File: src/rtl/multi_mode_ff_bank_if.sv
// multi_mode_ff_bank_if
//   Bus bundle for the multi-mode flip-flop bank. The master side (the
//   stimulus or parent logic) drives the control and data inputs. The slave
//   side (the bank) returns the stored state and the status flags.
//
//   Signals (WIDTH = number of channels):
//     en       1        global clock enable, 0 = all channels hold
//     clr      1        synchronous clear of q to the bank's reset value
//     mode     2*WIDTH  per-channel mode, channel i uses mode[2i+1:2i]
//                       00 SR, 01 D, 10 T, 11 JK
//     a        WIDTH    primary input per channel  (S / D / T / J)
//     b        WIDTH    secondary input per channel (R / - / - / K)
//     err_clr  1        synchronous clear of the sticky err flags
//     q        WIDTH    stored state
//     qbar     WIDTH    complement of q
//     err      WIDTH    sticky flag: channel saw SR 11 while updating
//     chg      WIDTH    one-cycle pulse: q changed on the previous edge
interface multi_mode_ff_bank_if #(
  parameter int WIDTH = 8
);
  logic                 en;
  logic                 clr;
  logic [2*WIDTH-1:0]   mode;
  logic [WIDTH-1:0]     a;
  logic [WIDTH-1:0]     b;
  logic                 err_clr;
  logic [WIDTH-1:0]     q;
  logic [WIDTH-1:0]     qbar;
  logic [WIDTH-1:0]     err;
  logic [WIDTH-1:0]     chg;

  modport master (
    output en, clr, mode, a, b, err_clr,
    input  q, qbar, err, chg
  );

  modport slave (
    input  en, clr, mode, a, b, err_clr,
    output q, qbar, err, chg
  );
endinterface

File: src/rtl/multi_mode_ff_bank.sv
// multi_mode_ff_bank
//   Bank of WIDTH independent single-bit storage channels. On each clock
//   edge, every channel behaves as an SR, D, T or JK flip-flop, as selected
//   by its own 2-bit mode field. The bank shares a clock enable, a
//   synchronous clear to RESET_VAL, and a synchronous clear for the sticky
//   illegal-SR error flags.
//
//   Ports:
//     clk    in   clock, all state updates on the rising edge
//     rst_n  in   asynchronous active-low reset
//     bus    if   slave side of multi_mode_ff_bank_if
//                 (en, clr, mode, a, b, err_clr -> q, qbar, err, chg)
module multi_mode_ff_bank #(
  parameter int               WIDTH     = 8,
  parameter logic [WIDTH-1:0] RESET_VAL = '0
) (
  input  logic                  clk,
  input  logic                  rst_n,
  multi_mode_ff_bank_if.slave   bus
);

  localparam logic [1:0] MODE_SR = 2'b00;
  localparam logic [1:0] MODE_D  = 2'b01;
  localparam logic [1:0] MODE_T  = 2'b10;
  localparam logic [1:0] MODE_JK = 2'b11;

  logic [WIDTH-1:0] r_q;
  logic [WIDTH-1:0] r_err;
  logic [WIDTH-1:0] r_chg;

  logic [WIDTH-1:0] w_qNext;
  logic [WIDTH-1:0] w_errSet;

  // Next-state for every channel. The priority is as follows: clr, then
  // hold when disabled, then the per-channel mode function. An illegal SR
  // input is only flagged when the channel is actually updating. For this
  // reason, clr and en=0 both suppress err setting.
  always_comb begin
    w_qNext  = r_q;
    w_errSet = '0;
    if (bus.clr) begin
      w_qNext = RESET_VAL;
    end else if (bus.en) begin
      for (int i = 0; i < WIDTH; i++) begin
        case (bus.mode[2*i +: 2])
          MODE_SR: begin
            case ({bus.a[i], bus.b[i]})
              2'b01:   w_qNext[i]  = 1'b0;
              2'b10:   w_qNext[i]  = 1'b1;
              2'b11:   w_errSet[i] = 1'b1;
              default: w_qNext[i]  = r_q[i];
            endcase
          end
          MODE_D: begin
            w_qNext[i] = bus.a[i];
          end
          MODE_T: begin
            w_qNext[i] = r_q[i] ^ bus.a[i];
          end
          MODE_JK: begin
            case ({bus.a[i], bus.b[i]})
              2'b01:   w_qNext[i] = 1'b0;
              2'b10:   w_qNext[i] = 1'b1;
              2'b11:   w_qNext[i] = ~r_q[i];
              default: w_qNext[i] = r_q[i];
            endcase
          end
          default: w_qNext[i] = r_q[i];
        endcase
      end
    end
  end

  // State registers. chg compares the value being loaded against the
  // current q, so that the change pulse lines up with the new q. In the
  // err update, a new set is ORed in after the clear. As a result, a set
  // and an err_clr on the same edge leave the flag set.
  always_ff @(posedge clk or negedge rst_n) begin
    if (!rst_n) begin
      r_q   <= RESET_VAL;
      r_err <= '0;
      r_chg <= '0;
    end else begin
      r_q   <= w_qNext;
      r_chg <= w_qNext ^ r_q;
      r_err <= (r_err & ~{WIDTH{bus.err_clr}}) | w_errSet;
    end
  end

  assign bus.q    = r_q;
  assign bus.qbar = ~r_q;
  assign bus.err  = r_err;
  assign bus.chg  = r_chg;

endmodule

File: src/flat_wrapper.sv
// flat-port wrapper written by rule: the top's interface ports become plain ports
module multi_mode_ff_bank_flat 
#(
  parameter int               WIDTH     = 8,
  parameter logic [WIDTH-1:0] RESET_VAL = '0
)
  (clk, rst_n, bus_en, bus_clr, bus_mode, bus_a, bus_b, bus_err_clr, bus_q, bus_qbar, bus_err, bus_chg);
  multi_mode_ff_bank_if #(.WIDTH(WIDTH)) bus_i ();
  input  logic clk;
  input  logic rst_n;
  input wire logic [$bits(bus_i.en)-1:0] bus_en;
  input wire logic [$bits(bus_i.clr)-1:0] bus_clr;
  input wire logic [$bits(bus_i.mode)-1:0] bus_mode;
  input wire logic [$bits(bus_i.a)-1:0] bus_a;
  input wire logic [$bits(bus_i.b)-1:0] bus_b;
  input wire logic [$bits(bus_i.err_clr)-1:0] bus_err_clr;
  output wire logic [$bits(bus_i.q)-1:0] bus_q;
  output wire logic [$bits(bus_i.qbar)-1:0] bus_qbar;
  output wire logic [$bits(bus_i.err)-1:0] bus_err;
  output wire logic [$bits(bus_i.chg)-1:0] bus_chg;
  assign bus_i.en = bus_en;
  assign bus_i.clr = bus_clr;
  assign bus_i.mode = bus_mode;
  assign bus_i.a = bus_a;
  assign bus_i.b = bus_b;
  assign bus_i.err_clr = bus_err_clr;
  assign bus_q = bus_i.q;
  assign bus_qbar = bus_i.qbar;
  assign bus_err = bus_i.err;
  assign bus_chg = bus_i.chg;
  multi_mode_ff_bank #(.WIDTH(WIDTH), .RESET_VAL(RESET_VAL)) u_core (.clk(clk), .rst_n(rst_n), .bus(bus_i));
endmodule
File: config.mk
export PLATFORM = sky130hd
export DESIGN_NAME = multi_mode_ff_bank_flat
export DESIGN_NICKNAME = d
export VERILOG_FILES = /design/src/rtl/multi_mode_ff_bank_if.sv /design/src/rtl/multi_mode_ff_bank.sv /design/src/flat_wrapper.sv
export SDC_FILE = /design/constraint.sdc
export NUM_CORES = 1
export LEC_CHECK = 0
export ABC_CLOCK_PERIOD_IN_PS = 2300
export CAP_MARGIN = 25
export CELL_PAD_IN_SITES_DETAIL_PLACEMENT = 1
export CELL_PAD_IN_SITES_GLOBAL_PLACEMENT = 2
export CORE_MARGIN = 4
export CORE_UTILIZATION = 27
export DETAILED_ROUTE_END_ITERATION = 16
export PLACE_DENSITY = 0.92
export SETUP_SLACK_MARGIN = 0.2
export SLEW_MARGIN = 20
export SYNTH_ARGS = -nofsm -noshare
export SYNTH_HDL_FRONTEND = slang
export SYNTH_SLANG_ARGS = --single-unit
File: constraint.sdc
create_clock -name clk -period 2.3 [get_ports clk]
set_clock_uncertainty 0.15 [all_clocks]
set_input_delay 0.46 -clock clk [delete_from_list [all_inputs] [get_ports clk]]
set_output_delay 0.46 -clock clk [all_outputs]
set_load 0.02 [all_outputs]
# Yosys cells after proc, flatten, opt, wreduce, memory -nomap -nowiden
# Cells that the tools add are included.
# totals
regBits,24
word_cells,124
# classes
n_eq_ne,48
bitwise_logic,21
mux,44
reduce_logical,8
# ops
op,n
$eq A2 B2 Y1 const B,32
$eq A2 B1 Y1 const B,16
$mux W8,4
$pmux W1 S4,8
$pmux W1 S3,8
$logic_not A2 Y1,8
$mux W1,16
$not A8 Y8,2
$pmux W1 S2,8
$and A8 B8 Y8,1
$not A1 Y1,8
$or A8 B8 Y8,1
$xor A1 B1 Y1,8
$xor A8 B8 Y8,1

# Longest topological paths before layout
# Gate-level depths: netlist of run 1.
# logic_depth
depth_word,6
depth_mapped,6
ltp_nobuf,6

# Worst setup path after synthesis of run 1
# OpenSTA, ideal clock, no wires.
# synth_path
path_type,input to register
start,input bus_b[7]
end,"register u_core.r_chg[7], in the netlist u_core.bus.chg[7]"
setup_time_ps,121
cell_stages,6
path_slack_ps,330
t_required_ps,2029
arrival_time_ps,1699
cell_sequence,inv_1 -> ha_1 -> mux2_2 -> mux2_2 -> a32o_1 -> a22o_1
# synth_between
elab_chain_len,6
# synth_rtl
item,line_no,rtl
"start, declared",flat_wrapper.sv:15,input wire logic [$bits(bus_i.b)-1:0] bus_b;
"$eq A2 B2 Y1, or another cell as far along",multi_mode_ff_bank.sv:61,"case ({bus.a[i], bus.b[i]})"
$pmux W1 S3 / $pmux W1 S2 (equally long branches),"multi_mode_ff_bank.sv:61, multi_mode_ff_bank.sv:47",
$pmux W1 S4 (*),multi_mode_ff_bank.sv:45,case (bus.mode[2*i +: 2])
$mux W8 (*),multi_mode_ff_bank.sv:43,end else if (bus.en) begin
$mux W8 (*),multi_mode_ff_bank.sv:41,if (bus.clr) begin
$xor A8 B8 Y8 (*),multi_mode_ff_bank.sv:85,r_chg <= w_qNext ^ r_q;
"end signal, assigned",multi_mode_ff_bank.sv:85,
"end, declared",multi_mode_ff_bank.sv:29,logic [WIDTH-1:0] r_chg;
# Every way passes the cells marked *; elsewhere a longest branch is shown, timed or not.

# Worst setup path after layout of run 1
# layout_path
start,"register u_core.r_q[5], in the netlist u_core.bus.q[5]"
end,output bus_q[5]
# layout_lines
item,line_no,rtl
"start, declared",multi_mode_ff_bank.sv:27,logic [WIDTH-1:0] r_q;
"start signal, assigned",multi_mode_ff_bank.sv:84,r_q <= w_qNext;
"end, declared",flat_wrapper.sv:17,output wire logic [$bits(bus_i.q)-1:0] bus_q;
# No word-level cell between the ends.

==> results of run 1 <==
-- routing by layer --
metal,vias to the layer above,GRT usage (%),routed length (um)
met5,-,0,0
met4,0,1.15,13
met1,882,15.9,2430
met3,2,2.92,269
met2,43,23.3,2680
li1,925,-,-
-- logic make-up (layout without fill, tap and decap cells) --
group,after synthesis,count (layout),share of synthesized area [%]
AOI/OAI and AO/OA,54,54,21.6
adders and majority gates,16,16,10.8
buffers and inverters,40,129,9.35
DFF,24,24,32.5
muxes,10,10,6.10
and+or+nand+nor,65,65,19.6
-- placed cells by master, fill, tap and decap left out, types with 5 or more instances in the layout --
cell / count
a211oi_1: 6
nand3b_1: 5
a211o_1: 9
clkdlybuf4s50_1: 57
a31o_2: 5
o311ai_2: 7
dlymetal6s2s_1: 6
nor2_1: 16
nand4bb_1: 5
nor2b_1: 6
inv_1: 23
ha_1: 13
dlygate4sd2_1: 5
buf_4: 30
nand3_1: 8
o21ai_0: 8
dfrtp_1: 18
dfrtp_2: 6
nand2_1: 17
-- state kept, by name, summed over array words and instances (netlist names) --
name            cells
u_core.bus.err      8
u_core.bus.chg      8
u_core.bus.q        8
-- stage by stage --
| stage | utilization (%) | power (mW) | instance area [um^2] |
|---|---|---|---|
| 4_1_cts | 44.2 | 1.24 | 2870 |
| 3_5_place_dp | 42.5 | 0.935 | 2760 |
| 5_1_grt | 45.7 | 1.32 | 2970 |
| 2_1_floorplan | - | 0.693 | 1850 |
| 3_3_place_gp | 42.5 | 0.923 | 2760 |
| 6_report | 45.7 | 1.25 | 2970 |
-- path summary, 6_finish.rpt --
kind	slack, ns	startpoint	to
min in group asynchronous	0.40	rst_n	u_core.bus.chg[1]
min	0.38	u_core.bus.err[5]	u_core.bus.err[5]
max	0.25	u_core.bus.q[5]	bus_q[5]
max in group asynchronous	1.34	rst_n	u_core.bus.q[3]
max reg2reg	0.59	u_core.bus.q[6]	u_core.bus.chg[6]
min reg2reg	0.38	u_core.bus.err[5]	u_core.bus.err[5]
-- layout make-up --
type                            count  share of cell area, %
Tap cell                           77                   3.25
Clock buffer                        4                   1.86
Multi-Input combinational cell    145                   40.2
Timing Repair Buffer               98                   30.8
Inverter                           27                   3.42
Sequential cell                    24                   20.5
-- power by group --
group,switching [mW],internal [mW],total (mW),leakage (nW)
clock,0.139,0.153,0.292,0.0288
combinational,0.218,0.249,0.467,0.968
sequential,0.0348,0.452,0.487,0.312
total,0.391,0.854,1.25,1.31
-- repair_timing --
item,in CTS,in global routing
pin swaps,9,13
gates cloned,0,0
endpoints found under the setup margin,12,24
resized for setup,14,28
setup buffers,1,1
==> reports/results.txt, run 1 <==
The run finished with clean final reports. In this run, CTS created clock tree buffers numbering 3. Commonest register cell after synthesis: dfrtp_1. TritonCTS built the clock tree.

Once detail routing completed, the nets flagged for antenna violations numbered 0. Registers take 608 um^2. The number of antenna diodes in the final layout is 0. The analysis attributes to cell leakage a power of 1.31 nW. Time the worst path needs with I/O delays and setup: 2.05 ns. The total of buffers placed on input and output ports came out at 68. The die is 90.7 um tall. The area inside the core boundary was 0.00649 mm^2; the number of antenna violations at the first check in global routing was 0.

Based on the critical path, the design can be clocked at up to 487 MHz. From synthesis to final layout, the design area changed by 60.6%. The worst endpoint required time was 1.69 ns; the number of nets in the synthesized netlist was 262. The count of synthesis-stage warnings from yosys is 0, and the total placed cells including tap cells is 369. The number of global-route vias before repair was 1931. For the final standard cell count with taps included and fillers excluded, the log shows 375. The stage delay of the slowest cell on the critical path was 0.66 ns.

At the placement stage, the worst setup path has a slack of -0.246 ns. The element type at the critical path end is an output port. After detailed routing, the total wire length is 5390 um. Walking the worst path, the cells encountered are clkdlybuf4s50_1. The total count of max-transition violations in the final report was 0; the maximum number of pins on one net before global-route repair was 25. Standard cell with the maximum stage delay on the critical path: clkdlybuf4s50_1. In this run the worst path has a maximum fanout of 10. For this design the ratio of total power to cell area is 420 mW/mm^2. The tools report the worst-skew pair later-pin latency as 0.26 ns. The first routing iteration left 48 violations. The synthesized instance count came out at 209. The cell chosen for the clock root is clkbuf_8.

The number of stages on the worst setup path came out at 1. Path class of the lowest-slack min-delay path: reg2reg. The filler cells instantiated in the layout total 743. For the least setup slack across all paths after layout, the log shows 0.247 ns. dfrtp_1 takes more of the synthesized area than any other cell. In the routed layout, each cell is associated on average with a via count of 4.94. Dominant cell by count in the synthesized netlist: inv_1.

The proportion of layout cells with a drive suffix above 1 is 24.2%. The tree built by TritonCTS fans out to 24 sinks. Summing over every cut layer, the via total after detailed routing is 1852. After clock tree synthesis, the clock-pin slew on the worst setup and hold paths is 0.08 ns. The floorplan step defined a die boundary enclosing 0.00823 mm^2. The die boundary width works out to 90.7 um. The summed negative setup slack over all endpoints is 0 ns.

STA classifies the critical path startpoint as a register. The clock passes through at most 2 buffers. The total number of placement rows was 29; the number of synthesized register bits was 24. The depth of the most critical reg-to-reg path came out at 4.

The critical path in this run is classified as reg2out. Setup violations remaining at the end of the flow were counted as 0. The synthesized design devotes to its leading area cell type 32.5% of total area.

Of all flip-flops after synthesis, the portion carrying an async set or reset was 100%. The length of the first detailed-routing pass in iterations came out at 4. Hold is met by 0.375 ns.

Measured against its own limit, the worst slew margin works out to 70.9%. Data on the critical path arrives at its endpoint at 1.44 ns. The initial utilization of the core area, before any placement, comes to 28.4%. Sequential elements use 32.5% of the synthesized area.

The first global-routing pass estimated 8980 um of wire. At the pin with the least slew margin, the transition time is 0.436 ns. The logs give 0 for the post-cts hold buffer count and 0.778 for the global placement routability congestion. The routed length per placed instance works out to 14.4 um. The final hold violation count is 0. Ranked by total cell area, the synthesized netlist is headed by dfrtp_1, ha_1, inv_1, a211o_1, nand2_1.

The net count of the finished layout was 352; the number of flops mapped to enable cells by yosys was 0. The post-DP HPWL came out at 4170 um. By count the netlist is led by inv_1, dfrtp_1, nand2_1.

In this run the cell area of the synthesized design comes to 0.00185 mm^2. Setup repair after global routing could not meet its margin everywhere. Broken down by cell family, the worst path's largest delay share belongs to buffers and inverters. The max-cap check violation count is 0, and the final period utilization is 89.2%.

The total buffers and inverters traversed by the critical path works out to 1. The post-detailed-route DRC marker count is 0, and the worst supply voltage drop on vdd is 231 uV. After synthesis, the netlist uses 31 different library cells. 69 I/O pins were placed. The run gives 0.00119 mm^2 as the combined area of the multi-input logic cells.

For the total grt overflow, the log shows 0. For the maximum level of the CTS H-tree, the log shows 1. Counting instances, the worst hold path has a depth of 2. The overall global routing resource usage was 12.8%; the post-synthesis average cell area was 8.84 um^2.
Note: power is estimated with default switching activity, not from simulation.
==> inputs of run 2 (changes only) <==
ABC_AREA = 1   (was unset)
CORE_MARGIN = 2   (was 4)
CORE_UTILIZATION = 24   (was 27)
PLACE_DENSITY = 0.91   (was 0.92)
==> run 2 against run 1 <==
  * Count of clock-buffer cells in the layout unchanged
  * First-iteration DRC count decreased by 27%
  * Power is 0.55% higher
  * Final cell count increased by 16%
  * Sequential power barely moved
  * Critical path depth unchanged
  * Sequential share of layout area increased by 2.0 points
  * Die area down 1.1%
  * Synthesized area fell by 3.4%
  * Critical path type unchanged
  * Highest routed layer unchanged
==> reports/results.txt, run 2 <==
The total length of routed wires was 5290 um (was 5390 um); the max-cap check violation count was 0 (unchanged). Clock transition at the registers of the reported paths: 0.10 ns (was 0.08 ns). The count of synthesis-stage warnings from yosys is 0 (unchanged), and the number of stages on the worst setup path is 1 (unchanged). The post-CTS setup-driven buffer insertion count came out at 0 (was 1).

The run gives 0 (unchanged) as the number of antenna repair diodes. The area inside the core boundary is 0.00721 mm^2 (was 0.00649 mm^2), and the time the worst path needs with I/O delays and setup is 2.00 ns (was 2.05 ns). The count of boundary I/O pins was 69 (unchanged); the cell internal power dissipation was 0.820 mW (was 0.854 mW). The flow ran to the end, and the final reports show no timing, DRC or antenna violations.

The stage delay of the slowest cell on the critical path was 0.66 ns (about the same). The family of cells with the greatest summed delay on the critical path is buffers and inverters (unchanged). The slew at the pin closest to its max-slew limit was 0.369 ns (was 0.436 ns). The tools report the element type at the critical path end as an output port (unchanged). The post-synthesis average cell area is 6.76 um^2 (was 8.84 um^2), and the net switching power is 0.433 mW (was 0.391 mW).

The proportion of layout cells with a drive suffix above 1 was 8.61% (was 24.2%); the via count of the routed design was 1883 (was 1852). The tools report the cell chosen for the clock root as clkbuf_8 (unchanged). The cell type with the highest aggregate area in the netlist is dfrtp_1 (unchanged). Leading cell types in the layout, fill and taps excluded: nand2_1, clkdlybuf4s50_1, inv_1, nand3_1, dfrtp_1 (was clkdlybuf4s50_1, buf_4, inv_1, dfrtp_1, nand2_1).

For the maximum clock insertion buffer count, the log shows 2 (unchanged). The run gives 33.7% (was 32.5%) as the sequential area share after synthesis. The endpoint of the most critical setup path is bus_q[6] (was bus_q[5]). The clock network fraction of total power came out at 24.8% (was 23.4%).

The filler cell count was 940 (was 743). The startpoint of the most critical setup path was u_core.bus.q[6] (was u_core.bus.q[5]). The fraction of synthesized cell area taken by the top area cell type was 33.7% (was 32.5%); the cell area after synthesis was 0.00178 mm^2 (was 0.00185 mm^2).

The storage element area came out at 601 um^2 (was 608 um^2). The normalized max-slew margin is 75.3% (was 70.9%). For the post-DP HPWL, the log shows 4220 um (was 4170 um). The total of buffers placed on input and output ports is 68 (unchanged), and the synthesized instance count is 264 (was 209). The hold slack came out at 0.380 ns (was 0.375 ns).

The path class of the lowest-slack min-delay path is reg2reg (unchanged). The standard cell with the maximum stage delay on the critical path is clkdlybuf4s50_1 (unchanged). Maximum level of the CTS H-tree: 1 (unchanged). The number of nets in the synthesized netlist was 317 (was 262); the data arrival time of the critical path was 1.39 ns (was 1.44 ns).

The highest achievable clock rate was 501 MHz (was 487 MHz); the chip height was 90.2 um (was 90.7 um). The slack of the worst reg-to-reg path was 0.95 ns (was 0.59 ns); the power density over the cells was 470 mW/mm^2 (was 420 mW/mm^2). The final non-filler cell area was 0.00266 mm^2 (was 0.00297 mm^2); the number of flops mapped to enable cells by yosys was 0 (unchanged).

For the total grt overflow, the log shows 0 (unchanged). The number of nets still failing antenna checks after routing is 0 (unchanged). Net count of the finished layout: 391 (was 352). The dominant cell by count in the synthesized netlist was nand2_1 (was inv_1). Peak fanout along the critical path: 5 (was 10). Kind of critical path: reg2out (unchanged). The share of total power in sequential cells is 38.6% (was 39.1%), and the number of synthesized register bits is 24 (unchanged). Combined area of the multi-input logic cells: 923 um^2 (was 0.00119 mm^2).

The logs give 1.25 mW (about the same) for the post-route total power and 21 (was 31) for the number of library cell types mapped by synthesis. The run gives 0.27 ns (was 0.26 ns) as the worst-skew pair later-pin latency. The post-detailed-placement cell area is 0.00259 mm^2 (was 0.00276 mm^2), and the worst endpoint required time is 1.69 ns (about the same). The routed via count divided by cell count was 4.32 (was 4.94); the worst supply voltage drop on vdd was 200 uV (was 231 uV). The number of clock sinks seen by CTS was 24 (unchanged); the maximum number of pins on one net before global-route repair was 25 (unchanged). For the combinational fraction of design power, the log shows 36.5% (was 37.5%).

The initial core utilization was 24.7% (was 28.4%); the total count of max-transition violations in the final report was 0 (unchanged). Most frequent cells after synthesis: nand2_1, inv_1, dfrtp_1, nand3_1, nor2_1 (was inv_1, dfrtp_1, nand2_1). The share of total power consumed by net switching works out to 34.6% (was 31.4%). The share of async-settable or async-resettable flops after synthesis was 100% (unchanged).

Start of the worst register-to-register path: u_core.bus.q[6] (unchanged). The die boundary width is 90.2 um (was 90.7 um). The tools report the leakage power as 1.36 nW (was 1.31 nW). The tools report the final count of negative-setup-slack endpoints as 0 (unchanged). Biggest area contributors in the synthesized netlist: dfrtp_1, nand2_1, ha_1, inv_1, nand3_1 (was dfrtp_1, ha_1, inv_1, a211o_1, nand2_1). For the total CTS buffers, the log shows 3 (unchanged). Number of global-route vias before repair: 1971 (was 1931). The run gives 4 (unchanged) as the length of the first detailed-routing pass in iterations. The commonest register cell after synthesis was dfrtp_1 (unchanged). Routed length per placed instance: 12.1 um (was 14.4 um). The total number of placement rows came out at 31 (was 29). The run gives 0.749 (was 0.778) as the global placement routability congestion.

The summed negative setup slack over all endpoints was 0 ns (unchanged). Setup repair after global routing left no endpoint under its margin. Most common cell after layout, fill and taps aside: nand2_1 (was clkdlybuf4s50_1). The total buffers and inverters traversed by the critical path is 1 (unchanged).

The end of the worst register-to-register path was u_core.bus.chg[6] (unchanged). Launching element type of the critical path: a register (unchanged). The run gives 0 (unchanged) as the final hold violation count. The overall global routing resource usage is 13.3% (was 12.8%). The signed area change from the synthesized netlist to the final layout was 49.3% (was 60.6%); the number of antenna violations at the first check in global routing was 0 (unchanged). The logs give 0 (unchanged) for the post-detailed-route DRC marker count and 0.00814 mm^2 (was 0.00823 mm^2) for the die area.

The number of violations reported at the end of detailed-routing iteration 0 is 35 (was 48), and the first-pass GRT wire length is 9010 um (was 8980 um). The final period utilization came out at 86.8% (was 89.2%). Cell chain of the critical path: clkdlybuf4s50_1 (unchanged). The post-cts hold buffer count was 0 (unchanged).

TritonCTS built the clock tree. The depth of the most critical reg-to-reg path is 9 (was 4).
[run 2: cell count changes after synthesis, sizes merged, moves of 7 or more]
cell    change
a211oi      -7
nand3      +17
a211o       -9
nand4       +8
inv        +33
nand2      +64
o311ai     -12
[run 2: area by class of cell]
cell class / count / share of cell area (%)
clock buffers: 4 / 2.07
inverters: 61 / 8.78
multi-input cells: 176 / 34.7
flip-flops and latches: 24 / 22.5
well taps: 99 / 4.65
repair buffers: 72 / 27.3
[run 2: logic make-up after synthesis]
kind of cell	after synthesis	share of synthesized area, %
flip-flops	24	33.7
adder cells (fa/ha/maj)	16	11.2
buffers and inverters	64	14.6
AO/OA/AOI/OAI	24	8.06
AND/OR/NAND/NOR	136	32.5
[run 2: worst min path at each step]
| stage | from | slack [ns] | endpoint | cells after the start |
|---|---|---|---|---|
| 5_1_grt | u_core.bus.err[7] | 0.40 | u_core.bus.err[7] | 2 |
| 3_3_place_gp | u_core.bus.err[4] | 0.36 | u_core.bus.err[4] | 2 |
| 2_1_floorplan | rst_n | 0.01 | u_core.bus.chg[0] | 0 |
| 4_1_cts | u_core.bus.err[7] | 0.39 | u_core.bus.err[7] | 2 |
| 3_5_place_dp | u_core.bus.err[7] | 0.37 | u_core.bus.err[7] | 2 |
| 6_report | u_core.bus.err[7] | 0.38 | u_core.bus.err[7] | 2 |
[run 2: per-stage QoR]
| step | instances | setup WS [ns] | utilization (%) |
|---|---|---|---|
| 6_report | 436 | 0.303 | 36.9 |
| 2_1_floorplan | 264 | 0.766 | - |
| 3_3_place_gp | 432 | 0.187 | 35.9 |
| 3_5_place_dp | 432 | 0.142 | 35.9 |
| 4_1_cts | 436 | 0.211 | 36.7 |
| 5_1_grt | 436 | 0.265 | 36.9 |
[run 2: timing repair]
item | 4_1_cts | 5_1_grt
setup endpoints to repair | 1 | 7
gates resized for setup | 1 | 7
endpoints found under the hold margin | 0 | 0
cloned | 0 | 0
[run 2: power by group through the flow]
stage	combinational, mW	sequential, mW	clock [mW]
finish	0.457	0.484	0.311
global route	0.512	0.490	0.335
CTS	0.470	0.485	0.323
detailed placement	0.468	0.493	0
global placement	0.458	0.493	0
floorplan	0.185	0.536	0
[run 2: layer usage]
layer / GRT usage, % / part of all wire (%) / wire, um
met1: 16.2 / 45 / 2390
met2: 24.6 / 51 / 2670
met3: 2.26 / 3.8 / 203
met4: 2.31 / 0.36 / 19
met5: 0 / 0 / 0
